$ cat src/rtl/ita_fifo_packer.sv
// ============================================================================
// ita_fifo_packer : holds one requantised vector, streams it as BEATS FIFO words
// Rev 1.0
// ============================================================================
`default_nettype none

module ita_fifo_packer #(
   parameter int N     = 16,
   parameter int WI    = 8,
   parameter int BEATS = 2
) (
   input  logic                        clk_i,
   input  logic                        rst_ni,
   input  logic                        clear_i,
   input  logic [N*WI-1:0]             requant_oup_i,
   input  logic                        activation_done_i,
   output logic                        ready_o,
   input  logic                        fifo_full_i,
   output logic                        push_to_fifo_o,
   output logic [(N/BEATS)*WI-1:0]     data_to_fifo_o,
   output logic                        busy_o,
   output logic                        overflow_o
);

   localparam int EPB = N / BEATS;
   localparam int FW  = EPB * WI;
   localparam int BW  = (BEATS > 1) ? $clog2(BEATS) : 1;

   localparam logic [0:0] S_IDLE = 1'b0;
   localparam logic [0:0] S_SEND = 1'b1;

   if (N % BEATS != 0) begin : g_beats_check
      $error("ita_fifo_packer: N must be a multiple of BEATS");
   end

   logic [0:0]      r_state;
   logic [0:0]      w_state_nxt;
   logic [BW-1:0]   r_beat;
   logic [BW-1:0]   w_beat_nxt;
   logic [N*WI-1:0] r_hold;
   logic            r_ovf;
   logic            w_push;
   logic            w_ready;
   logic            w_last;
   logic            w_acc;
   logic [FW-1:0]   w_data;

   assign w_last = (r_beat == BW'(BEATS - 1));
   // Clear suppresses the accept, so a strobe in the clear cycle is simply lost.
   assign w_acc  = activation_done_i & w_ready & ~clear_i;

   always_ff @(posedge clk_i or negedge rst_ni) begin
      if (!rst_ni) begin
         r_state <= S_IDLE;
         r_beat  <= '0;
         r_hold  <= '0;
         r_ovf   <= 1'b0;
      end else begin
         r_state <= w_state_nxt;
         r_beat  <= w_beat_nxt;
         if (w_acc) begin
            r_hold <= requant_oup_i;
         end
         if (clear_i) begin
            r_ovf <= 1'b0;
         end else if (activation_done_i && !w_ready) begin
            r_ovf <= 1'b1;
         end
      end
   end

   always_comb begin
      w_state_nxt = r_state;
      w_beat_nxt  = r_beat;
      if (clear_i) begin
         w_state_nxt = S_IDLE;
         w_beat_nxt  = '0;
      end else if (w_acc) begin
         // A new vector landing on the last-beat push takes over without a bubble.
         w_state_nxt = S_SEND;
         w_beat_nxt  = '0;
      end else if (w_push) begin
         if (w_last) begin
            w_state_nxt = S_IDLE;
            w_beat_nxt  = '0;
         end else begin
            w_beat_nxt  = r_beat + BW'(1);
         end
      end
   end

   always_comb begin
      w_push  = (r_state == S_SEND) & ~fifo_full_i & ~clear_i;
      w_ready = (r_state == S_IDLE) | (w_push & w_last);
      w_data  = '0;
      if (w_push) begin
         // Lowest-index element of the beat lands in the most significant slot.
         for (int j = 0; j < EPB; j++) begin
            w_data[(EPB-1-j)*WI +: WI] = r_hold[(int'(r_beat)*EPB + j)*WI +: WI];
         end
      end
   end

   assign push_to_fifo_o = w_push;
   assign ready_o        = w_ready;
   assign data_to_fifo_o = w_data;
   assign busy_o         = (r_state == S_SEND);
   assign overflow_o     = r_ovf;

endmodule

`default_nettype wire

$ cat config.mk
export PLATFORM = sky130hd
export DESIGN_NAME = ita_fifo_packer
export DESIGN_NICKNAME = d
export VERILOG_FILES = /design/src/rtl/ita_fifo_packer.sv
export SDC_FILE = /design/constraint.sdc
export NUM_CORES = 1
export LEC_CHECK = 0
export ABC_CLOCK_PERIOD_IN_PS = 1510
export CAP_MARGIN = 40
export CORE_MARGIN = 1.5
export CORE_UTILIZATION = 43
export CTS_BUF_LIST = sky130_fd_sc_hd__clkbuf_8
export CTS_CLUSTER_SIZE = 10
export DETAILED_ROUTE_END_ITERATION = 6
export PLACE_DENSITY = 0.76
export REMOVE_ABC_BUFFERS = 1
export SLEW_MARGIN = 30
export SYNTH_ARGS = -nofsm -noshare
export SYNTH_HDL_FRONTEND = slang
export SYNTH_SLANG_ARGS = --single-unit
$ cat constraint.sdc
create_clock -name clk_i -period 1.51 [get_ports clk_i]
set_input_delay 0.302 -clock clk_i [delete_from_list [all_inputs] [get_ports clk_i]]
set_output_delay 0.302 -clock clk_i [all_outputs]
set_load 0.05 [all_outputs]
==> flow_summary.html, run 1 <==
<table>
<tr><th>Metric</th><th>Value</th></tr>
<tr><th colspan="2">Worst setup path</th></tr>
<tr><td>Worst Path Arrival</td><td>1.88 ns</td></tr>
<tr><td>Register-to-Register Path Depth</td><td>7</td></tr>
<tr><td>List of cells traversed by the critical path</td><td>or3b_4 -&gt; buf_12 -&gt; nor2_2 -&gt; buf_12</td></tr>
<tr><td>Worst reg2reg endpoint</td><td>r_hold[110]$_DFFE_PN0P_</td></tr>
<tr><td>Critical path capture point type</td><td>primary output</td></tr>
<tr><td>Critical Path Max Stage Delay</td><td>0.47 ns</td></tr>
<tr><td>CP startpoint kind</td><td>flip-flop</td></tr>
<tr><td>Worst path bufs/invs</td><td>2</td></tr>
<tr><td>Worst setup slack for register-to-register paths</td><td>-0.27 ns</td></tr>
<tr><td>Dominant delay contributor by cell family on the critical path</td><td>simple AND/OR/NAND/NOR gates</td></tr>
<tr><td>Kind of critical path</td><td>flip-flop to primary output</td></tr>
<tr><td>Required time at the endpoint of the critical path</td><td>1.21 ns</td></tr>
<tr><td>Worst path slowest cell</td><td>or3b_4</td></tr>
<tr><td>Cell seen most often among critical-path stages</td><td>buf_12</td></tr>
<tr><td>Highest fanout seen on the critical path</td><td>19</td></tr>
<tr><td>Startpoint of the worst register-to-register path</td><td>r_beat$_DFFE_PN0P_</td></tr>
<tr><th colspan="2">Timing</th></tr>
<tr><td>Worst clock skew</td><td>0.00844 ns</td></tr>
<tr><td>Worst-case headroom to the max-slew limit</td><td>75.5%</td></tr>
<tr><td>Count of final hold-check violations</td><td>0</td></tr>
<tr><td>RSZ-0062 raised after global routing</td><td>yes</td></tr>
<tr><td>Post-route minimum period</td><td>2.19 ns</td></tr>
<tr><td>Transition time at the pin with the least slew margin</td><td>between 0.3 and 0.4 ns</td></tr>
<tr><td>Max-slew violation total from the final report</td><td>0</td></tr>
<tr><td>Worst Setup Slack, final</td><td>-0.677 ns</td></tr>
<tr><td>Final cycle utilization of the critical path</td><td>145%</td></tr>
<tr><td>Peak clock frequency supported by timing</td><td>between 400 and 500 MHz</td></tr>
<tr><td>Total Neg Setup Slack</td><td>-66.02 ns</td></tr>
<tr><td>Final setup violating endpoints</td><td>slightly below 200</td></tr>
<tr><th colspan="2">Yosys</th></tr>
<tr><td>Count of unique library cells instantiated by Yosys</td><td>18</td></tr>
<tr><td>Flip-flop and latch count after synthesis</td><td>131</td></tr>
<tr><td>Average instance area after synthesis</td><td>13.9 um2</td></tr>
<tr><td>YS warnings</td><td>0</td></tr>
<tr><td>Instance count of the mapped netlist</td><td>431</td></tr>
<tr><td>Sequential fraction of the synthesis area</td><td>54.9%</td></tr>
<tr><td>Cell area after synthesis</td><td>0.00597 mm2</td></tr>
<tr><th colspan="2">GRT</th></tr>
<tr><td>Antenna violations before repair</td><td>0</td></tr>
<tr><td>All-Layer GR Usage</td><td>between 20% and 30%</td></tr>
<tr><td>Global-route wire length before repair</td><td>between 20 and 30 mm</td></tr>
<tr><td>Largest net degree at the start of global routing</td><td>between 60 and 70</td></tr>
<tr><td>Number of global-route vias before repair</td><td>4689</td></tr>
<tr><td>Remaining Overflow, GRT</td><td>0</td></tr>
<tr><th colspan="2">Route</th></tr>
<tr><td>ANT nets after route</td><td>0</td></tr>
<tr><td>Vias after detailed routing</td><td>4451</td></tr>
<tr><td>Detailed-route vias per instance</td><td>5.16</td></tr>
<tr><td>WL/cell</td><td>21.1 um</td></tr>
<tr><td>First drt pass iteration count</td><td>4</td></tr>
<tr><td>Number of DRC violations after detailed-routing iteration 0</td><td>217</td></tr>
<tr><td>DRC errors left</td><td>0</td></tr>
<tr><td>Final wirelength</td><td>approximately 18 mm</td></tr>
<tr><th colspan="2">Final layout</th></tr>
<tr><td>Final #Nets</td><td>around 800</td></tr>
<tr><td>Final antenna diode count</td><td>0</td></tr>
<tr><td>Commonest cells after routing, fill and taps aside</td><td>clkdlybuf4s50_1 (131), dfrtp_1 (130), mux2_4 (121), buf_12 (86), mux2i_1 (55)</td></tr>
<tr><td>Area growth from synthesis to layout</td><td>80.1%</td></tr>
<tr><td>Count of non-filler cells in the finished layout</td><td>about 860</td></tr>
<tr><td>Most frequent standard cell in the layout excluding fill and tap cells</td><td>clkdlybuf4s50_1</td></tr>
<tr><td>Ratio of cells with drive above 1 in the final layout</td><td>approximately half</td></tr>
<tr><th colspan="2">Placement</th></tr>
<tr><td>Number of placed cells counting well taps</td><td>799</td></tr>
<tr><td>RD Place Congestion</td><td>0.753</td></tr>
<tr><td>Number of input and output port buffers inserted</td><td>200</td></tr>
<tr><td>HPWL after detailed placement</td><td>9.94 mm</td></tr>
<tr><th colspan="2">Job</th></tr>
<tr><td>Max Cap Viol</td><td>0</td></tr>
<tr><th colspan="2">Floorplan</th></tr>
<tr><td>Number of core rows</td><td>42</td></tr>
<tr><td>Total die area</td><td>0.0146 mm2</td></tr>
<tr><td>Total I/O pin count</td><td>approximately 200</td></tr>
<tr><td>Area of the placeable core</td><td>0.0134 mm2</td></tr>
<tr><td>Die outline width</td><td>between 100 and 150 um</td></tr>
<tr><td>Die H</td><td>121 um</td></tr>
<tr><td>Initial standard-cell utilization of the core</td><td>44.6%</td></tr>
<tr><th colspan="2">Power and ir drop</th></tr>
<tr><td>Total power divided by cell area</td><td>1000 mW/mm2</td></tr>
<tr><td>Maximum VDD drop</td><td>between 600 and 700 uV</td></tr>
<tr><td>Static leakage</td><td>0.00450 uW</td></tr>
<tr><th colspan="2">Clock network</th></tr>
<tr><td>H-tree Lvls</td><td>4</td></tr>
<tr><td>Number of clock sinks seen by CTS</td><td>131</td></tr>
<tr><td>Clk Tree Root Cell</td><td>clkbuf_8</td></tr>
<tr><td>Clock latency on the worst-skew pair</td><td>0.45 ns</td></tr>
<tr><td>CTS tree</td><td>built</td></tr>
<tr><td>Worst-case clock buffer depth</td><td>2</td></tr>
<tr><td>TritonCTS buffer count</td><td>17</td></tr>
<tr><td>Clock-pin slew on the worst setup and hold paths</td><td>roughly 0.070 ns</td></tr>
<tr><th colspan="2">Run status</th></tr>
<tr><td>Violated checks</td><td>setup timing</td></tr>
<tr><td>Run status</td><td>finished with violations</td></tr>
<tr><th colspan="2">Min path</th></tr>
<tr><td>Worst Hold Class</td><td>primary input to async pin</td></tr>
</table>
through the flow:
stage	setup slack, ns	instance area, um2	hold WS, ns	power (uW)	util [%]
after CTS	-0.660	10000	0.214	10100	74.9
final	-0.677	10800	0.236	10800	80.3
after global placement	-0.663	8920	0.159	6730	66.6
after detailed placement	-0.712	8920	0.164	6860	66.6
after floorplan	-5.09	5710	0.00641	5820	-
after global routing	-0.729	10800	0.241	11200	80.3
worst max-delay path by stage:
stage                                  start               endpoint  slack [ns]  cells past startpoint
after global placement           fifo_full_i     data_to_fifo_o[31]       -0.66                      5
final                     busy_o$_DFFE_PN0P_      data_to_fifo_o[7]       -0.68                      4
after floorplan           r_beat$_DFFE_PN0P_  r_hold[0]$_DFFE_PN0P_       -5.09                      3
after CTS                 busy_o$_DFFE_PN0P_     data_to_fifo_o[13]       -0.66                      4
after detailed placement         fifo_full_i     data_to_fifo_o[39]       -0.71                      5
after global routing      busy_o$_DFFE_PN0P_     data_to_fifo_o[33]       -0.73                      4
report_power, final:
part	total, uW	internal, uW	leakage [uW]	switching, uW
clock	2990	1690	0.000217	1300
combinational	3130	1940	0.00274	1200
sequential	4640	4200	0.00154	442
total	10800	7820	0.00450	2940
metal layers:
metal  share of wire (%)  global-route usage, %  vias up
met5                   0                      0        -
met4                 1.2                   7.35        0
li1                    -                      -     1993
met2                  52                   37.0      166
met1                  41                   28.9     2274
met3                 6.2                   6.58       18
state kept, by name, indices dropped and copies added, names as in the netlist:
register and flops:
busy_o 1, overflow_o 1, r_hold 128, r_beat 1
cells by family (layout without fill, tap and decap cells):
family / after synthesis / after routing / share of synthesized area (%)
AO/OA/AOI/OAI: 4 / 4 / 0.440
buffers and inverters: 30 / 285 / 4.46
AND/OR/NAND/NOR: 74 / 74 / 5.38
multiplexers: 192 / 192 / 34.8
flip-flops: 131 / 131 / 54.9
area by class of cell:
class | instances | area, um2
timing repair buffer | 254 | 3660
sequential | 131 | 3280
multi-input combinational | 270 | 3190
fill | 702 | 2640
clock buffer | 23 | 317
tap | 176 | 220
clock inverter | 7 | 81.3
inverter | 1 | 3.75
repair_timing:
action / in CTS / in global routing
endpoints found under the hold margin: 26 / 0
pin swaps: 1 / 2
setup buffers: 10 / 10
hold buffers: 1 / 0
resized for setup: 83 / 164
setup endpoints to repair: 187 / 195
gates cloned: 12 / 3
cells in the mapped netlist:
| cell type | count | area share [%] |
|---|---|---|
| a21oi_1 | 1 | 0.084 |
| a21oi_2 | 1 | 0.15 |
| a31oi_1 | 2 | 0.21 |
| buf_2 | 6 | 0.50 |
| buf_4 | 3 | 0.38 |
| buf_6 | 18 | 3.4 |
| clkbuf_1 | 2 | 0.13 |
| dfrtp_1 | 131 | 55 |
| inv_1 | 1 | 0.063 |
| mux2_2 | 128 | 24 |
| mux2i_1 | 64 | 11 |
| nand2_1 | 2 | 0.13 |
| nand2b_1 | 2 | 0.21 |
| nand2b_2 | 1 | 0.15 |
| nor2_1 | 57 | 3.6 |
| nor2_2 | 10 | 1.0 |
| nor3b_1 | 1 | 0.13 |
| or3b_1 | 1 | 0.15 |
No activity file was read; power rests on OpenSTA's default activity.
==> run 2: changes to the inputs <==
PLACE_DENSITY = 0.77   (was 0.76)
==> run 2 against run 1 <==
The flow still finishes with violations (setup timing). First-iteration DRC count down 6.0%. Clock skew increased by 0.0028 ns. Combinational power hardly changed. Clock power rose by 8.4%. Sequential power about the same. Utilization grew 0.26 points. Count of clock-buffer cells in the layout decreased by 2. Via count is 1.3% higher. Power rose by 2.6%. Flip-flop and latch count is the same. Critical endpoint is now data_to_fifo_o[19]. Largest cell class unchanged. Highest routed layer unchanged.
==> flow_summary.html, run 2 (same netlist as run 1, synthesis figures left out) <==
<table>
<tr><th>Metric</th><th>Value</th></tr>
<tr><th colspan="2">Min path</th></tr>
<tr><td>Worst Hold Class</td><td>primary input to async pin</td></tr>
<tr><th colspan="2">Timing</th></tr>
<tr><td>Final setup violating endpoints</td><td>194 (unchanged)</td></tr>
<tr><td>Max-slew violation total from the final report</td><td>0 (unchanged)</td></tr>
<tr><td>Final cycle utilization of the critical path</td><td>140% (-4.7 points)</td></tr>
<tr><td>Tightest hold margin</td><td>0.295 ns (+0.0587 ns)</td></tr>
<tr><td>Worst clock skew</td><td>0.0112 ns (+0.00280 ns)</td></tr>
<tr><td>Peak clock frequency supported by timing</td><td>473 MHz (+3.4%)</td></tr>
<tr><td>Worst-case headroom to the max-slew limit</td><td>77.0% (+1.5 points)</td></tr>
<tr><td>Worst Setup Slack, final</td><td>-0.606 ns (+0.0710 ns)</td></tr>
<tr><td>Total Neg Setup Slack</td><td>-74.33 ns (-8.31 ns)</td></tr>
<tr><td>Post-route minimum period</td><td>2.12 ns (-0.0710 ns)</td></tr>
<tr><td>Transition time at the pin with the least slew margin</td><td>0.344 ns (-0.0129 ns)</td></tr>
<tr><td>RSZ-0062 raised after global routing</td><td>yes</td></tr>
<tr><td>Count of final hold-check violations</td><td>0 (unchanged)</td></tr>
<tr><th colspan="2">Clock network</th></tr>
<tr><td>TritonCTS buffer count</td><td>17 (unchanged)</td></tr>
<tr><td>Worst-case clock buffer depth</td><td>2 (unchanged)</td></tr>
<tr><td>H-tree Lvls</td><td>4 (unchanged)</td></tr>
<tr><td>Clock-pin slew on the worst setup and hold paths</td><td>0.08 ns (about the same)</td></tr>
<tr><td>Clock latency on the worst-skew pair</td><td>0.45 ns (about the same)</td></tr>
<tr><td>Number of clock sinks seen by CTS</td><td>131 (unchanged)</td></tr>
<tr><td>Clk Tree Root Cell</td><td>clkbuf_8</td></tr>
<tr><td>CTS tree</td><td>built</td></tr>
<tr><th colspan="2">Run status</th></tr>
<tr><td>Violated checks</td><td>setup timing</td></tr>
<tr><td>Run status</td><td>finished with violations</td></tr>
<tr><th colspan="2">Placement</th></tr>
<tr><td>Placed cell area</td><td>0.00895 mm2 (+0.39%)</td></tr>
<tr><td>HPWL after detailed placement</td><td>10.3 mm (+3.3%)</td></tr>
<tr><td>RD Place Congestion</td><td>0.744 (-1.2%)</td></tr>
<tr><td>Number of input and output port buffers inserted</td><td>200 (unchanged)</td></tr>
<tr><th colspan="2">Worst setup path</th></tr>
<tr><td>Critical Path Max Stage Delay</td><td>0.42 ns (-0.05 ns)</td></tr>
<tr><td>Worst path slowest cell</td><td>or3b_4</td></tr>
<tr><td>CP startpoint kind</td><td>flip-flop</td></tr>
<tr><td>Worst path bufs/invs</td><td>2 (unchanged)</td></tr>
<tr><td>List of cells traversed by the critical path</td><td>or3b_4 -&gt; buf_12 -&gt; nor2_2 -&gt; buf_12</td></tr>
<tr><td>Required time at the endpoint of the critical path</td><td>1.21 ns (about the same)</td></tr>
<tr><td>Worst setup slack for register-to-register paths</td><td>-0.35 ns (-0.08 ns)</td></tr>
<tr><td>Critical path capture point type</td><td>primary output</td></tr>
<tr><td>Kind of critical path</td><td>flip-flop to primary output</td></tr>
<tr><td>Worst Path Arrival</td><td>1.81 ns (-0.07 ns)</td></tr>
<tr><td>Dominant delay contributor by cell family on the critical path</td><td>simple AND/OR/NAND/NOR gates</td></tr>
<tr><td>Cell seen most often among critical-path stages</td><td>buf_12</td></tr>
<tr><td>Highest fanout seen on the critical path</td><td>33 (+14)</td></tr>
<tr><th colspan="2">Floorplan</th></tr>
<tr><td>Total die area</td><td>0.0146 mm2 (unchanged)</td></tr>
<tr><td>Die H</td><td>121 um (unchanged)</td></tr>
<tr><td>Number of core rows</td><td>42 (unchanged)</td></tr>
<tr><td>Total I/O pin count</td><td>201 (unchanged)</td></tr>
<tr><td>Area of the placeable core</td><td>0.0134 mm2 (unchanged)</td></tr>
<tr><td>Die outline width</td><td>121 um (unchanged)</td></tr>
<tr><td>Initial standard-cell utilization of the core</td><td>44.6% (unchanged)</td></tr>
<tr><th colspan="2">Route</th></tr>
<tr><td>DRC errors left</td><td>0 (unchanged)</td></tr>
<tr><td>Detailed-route vias per instance</td><td>5.20 (+0.76%)</td></tr>
<tr><td>ANT nets after route</td><td>0 (unchanged)</td></tr>
<tr><td>WL/cell</td><td>21.9 um (+3.8%)</td></tr>
<tr><td>Final wirelength</td><td>18.9 mm (+4.4%)</td></tr>
<tr><td>Number of DRC violations after detailed-routing iteration 0</td><td>204 (-6.0%)</td></tr>
<tr><td>Vias after detailed routing</td><td>4511 (+1.3%)</td></tr>
<tr><td>First drt pass iteration count</td><td>4 (unchanged)</td></tr>
<tr><th colspan="2">Power and ir drop</th></tr>
<tr><td>P_int</td><td>7960 uW (+1.8%)</td></tr>
<tr><td>Fraction of power consumed by combinational cells</td><td>28.5% (-0.6 points)</td></tr>
<tr><td>Maximum VDD drop</td><td>624 uV (+0.83%)</td></tr>
<tr><td>Switching part of the total power</td><td>27.9% (+0.57 points)</td></tr>
<tr><td>Total power divided by cell area</td><td>1020 mW/mm2 (+2.3%)</td></tr>
<tr><td>Net switching power of the design</td><td>3080 uW (+4.7%)</td></tr>
<tr><td>Static leakage</td><td>0.00453 uW (+0.65%)</td></tr>
<tr><td>Sequential power share</td><td>42.1% (-1.0 points)</td></tr>
<tr><td>Clock network fraction of design power</td><td>29.4% (+1.6 points)</td></tr>
<tr><th colspan="2">GRT</th></tr>
<tr><td>Global-route wire length before repair</td><td>28.2 mm (+12%)</td></tr>
<tr><td>Antenna violations before repair</td><td>0 (unchanged)</td></tr>
<tr><td>Largest net degree at the start of global routing</td><td>41 (-34%)</td></tr>
<tr><td>Number of global-route vias before repair</td><td>5055 (+7.8%)</td></tr>
<tr><td>All-Layer GR Usage</td><td>25.9% (+3.3 points)</td></tr>
<tr><td>Remaining Overflow, GRT</td><td>0 (unchanged)</td></tr>
<tr><th colspan="2">Job</th></tr>
<tr><td>Max Cap Viol</td><td>0 (unchanged)</td></tr>
<tr><th colspan="2">Final layout</th></tr>
<tr><td>Commonest cells after routing, fill and taps aside</td><td>dfrtp_1 (130), clkdlybuf4s50_1 (129), mux2_4 (128), buf_12 (89), mux2i_1 (55)</td></tr>
<tr><td>Most frequent standard cell in the layout excluding fill and tap cells</td><td>dfrtp_1</td></tr>
<tr><td>Area growth from synthesis to layout</td><td>80.7%</td></tr>
<tr><td>Ratio of cells with drive above 1 in the final layout</td><td>52.8% (+0.93 points)</td></tr>
<tr><td>Final #Nets</td><td>811 (+0.37%)</td></tr>
<tr><td>Largest register FFs</td><td>128 (unchanged)</td></tr>
<tr><td>Finished layout cell area</td><td>0.0108 mm2 (+0.33%)</td></tr>
<tr><td>Final antenna diode count</td><td>0 (unchanged)</td></tr>
<tr><td>Most flops, register</td><td>r_hold</td></tr>
</table>
-- run 2: power groups by stage --
| stage | logic, uW | registers (uW) | clock network (uW) |
|---|---|---|---|
| finish | 3150 | 4660 | 3240 |
| global route | 3330 | 4720 | 3470 |
| CTS | 2900 | 4570 | 3270 |
| detailed placement | 2260 | 4610 | 0 |
| global placement | 2200 | 4540 | 0 |
| floorplan | 1280 | 4530 | 0 |
-- run 2: per-layer routing --
| metal | global-route usage, % | part of all wire [%] | wire [um] |
|---|---|---|---|
| met1 | 31.3 | 40 | 7570 |
| met3 | 6.77 | 5.8 | 1100 |
| met2 | 44.1 | 51 | 9740 |
| met5 | 0 | 0 | 0 |
| met4 | 10.3 | 2.8 | 535 |
-- run 2: worst paths after layout --
kind                                        startpoint                      end  depth (start not counted)
max in group asynchronous                       rst_ni  r_hold[109]$_DFFE_PN0P_                          3
worst max-delay path                busy_o$_DFFE_PN0P_       data_to_fifo_o[19]                          4
worst max register to register      r_beat$_DFFE_PN0P_   r_hold[14]$_DFFE_PN0P_                          8
min in group clk_i                             clear_i       busy_o$_DFFE_PN0P_                          3
worst min-delay path                            rst_ni  r_hold[115]$_DFFE_PN0P_                          2
worst min register to register  r_hold[81]$_DFFE_PN0P_   r_hold[81]$_DFFE_PN0P_                          1
-- run 2: per-stage QoR --
stage                     total power [uW]  instances  setup slack (ns)  utilization (%)
after floorplan                       5820        402             -5.09                -
after global placement                6740        802            -0.732             66.8
after detailed placement              6870        802            -0.748             66.8
after CTS                            10700        868            -0.613             78.7
after global routing                 11500        867            -0.666             80.5
final                                11000        867            -0.606             80.5
-- run 2: repair_timing --
action                                  CTS  global route
gates cloned                             14             3
setup buffers                            19             7
endpoints found under the setup margin  194           194
gates resized for setup                 157            90
hold endpoints to repair                 18             0
pin swaps                                 3             1
hold buffers                              1             0
-- run 2: layout make-up --
type | instances | area [um2]
clock inverters | 11 | 149
flip-flops and latches | 131 | 3280
repair buffers | 257 | 3680
clock buffers | 21 | 289
fillers | 684 | 2610
multi-input cells | 270 | 3170
well taps | 176 | 220
inverters | 1 | 3.75
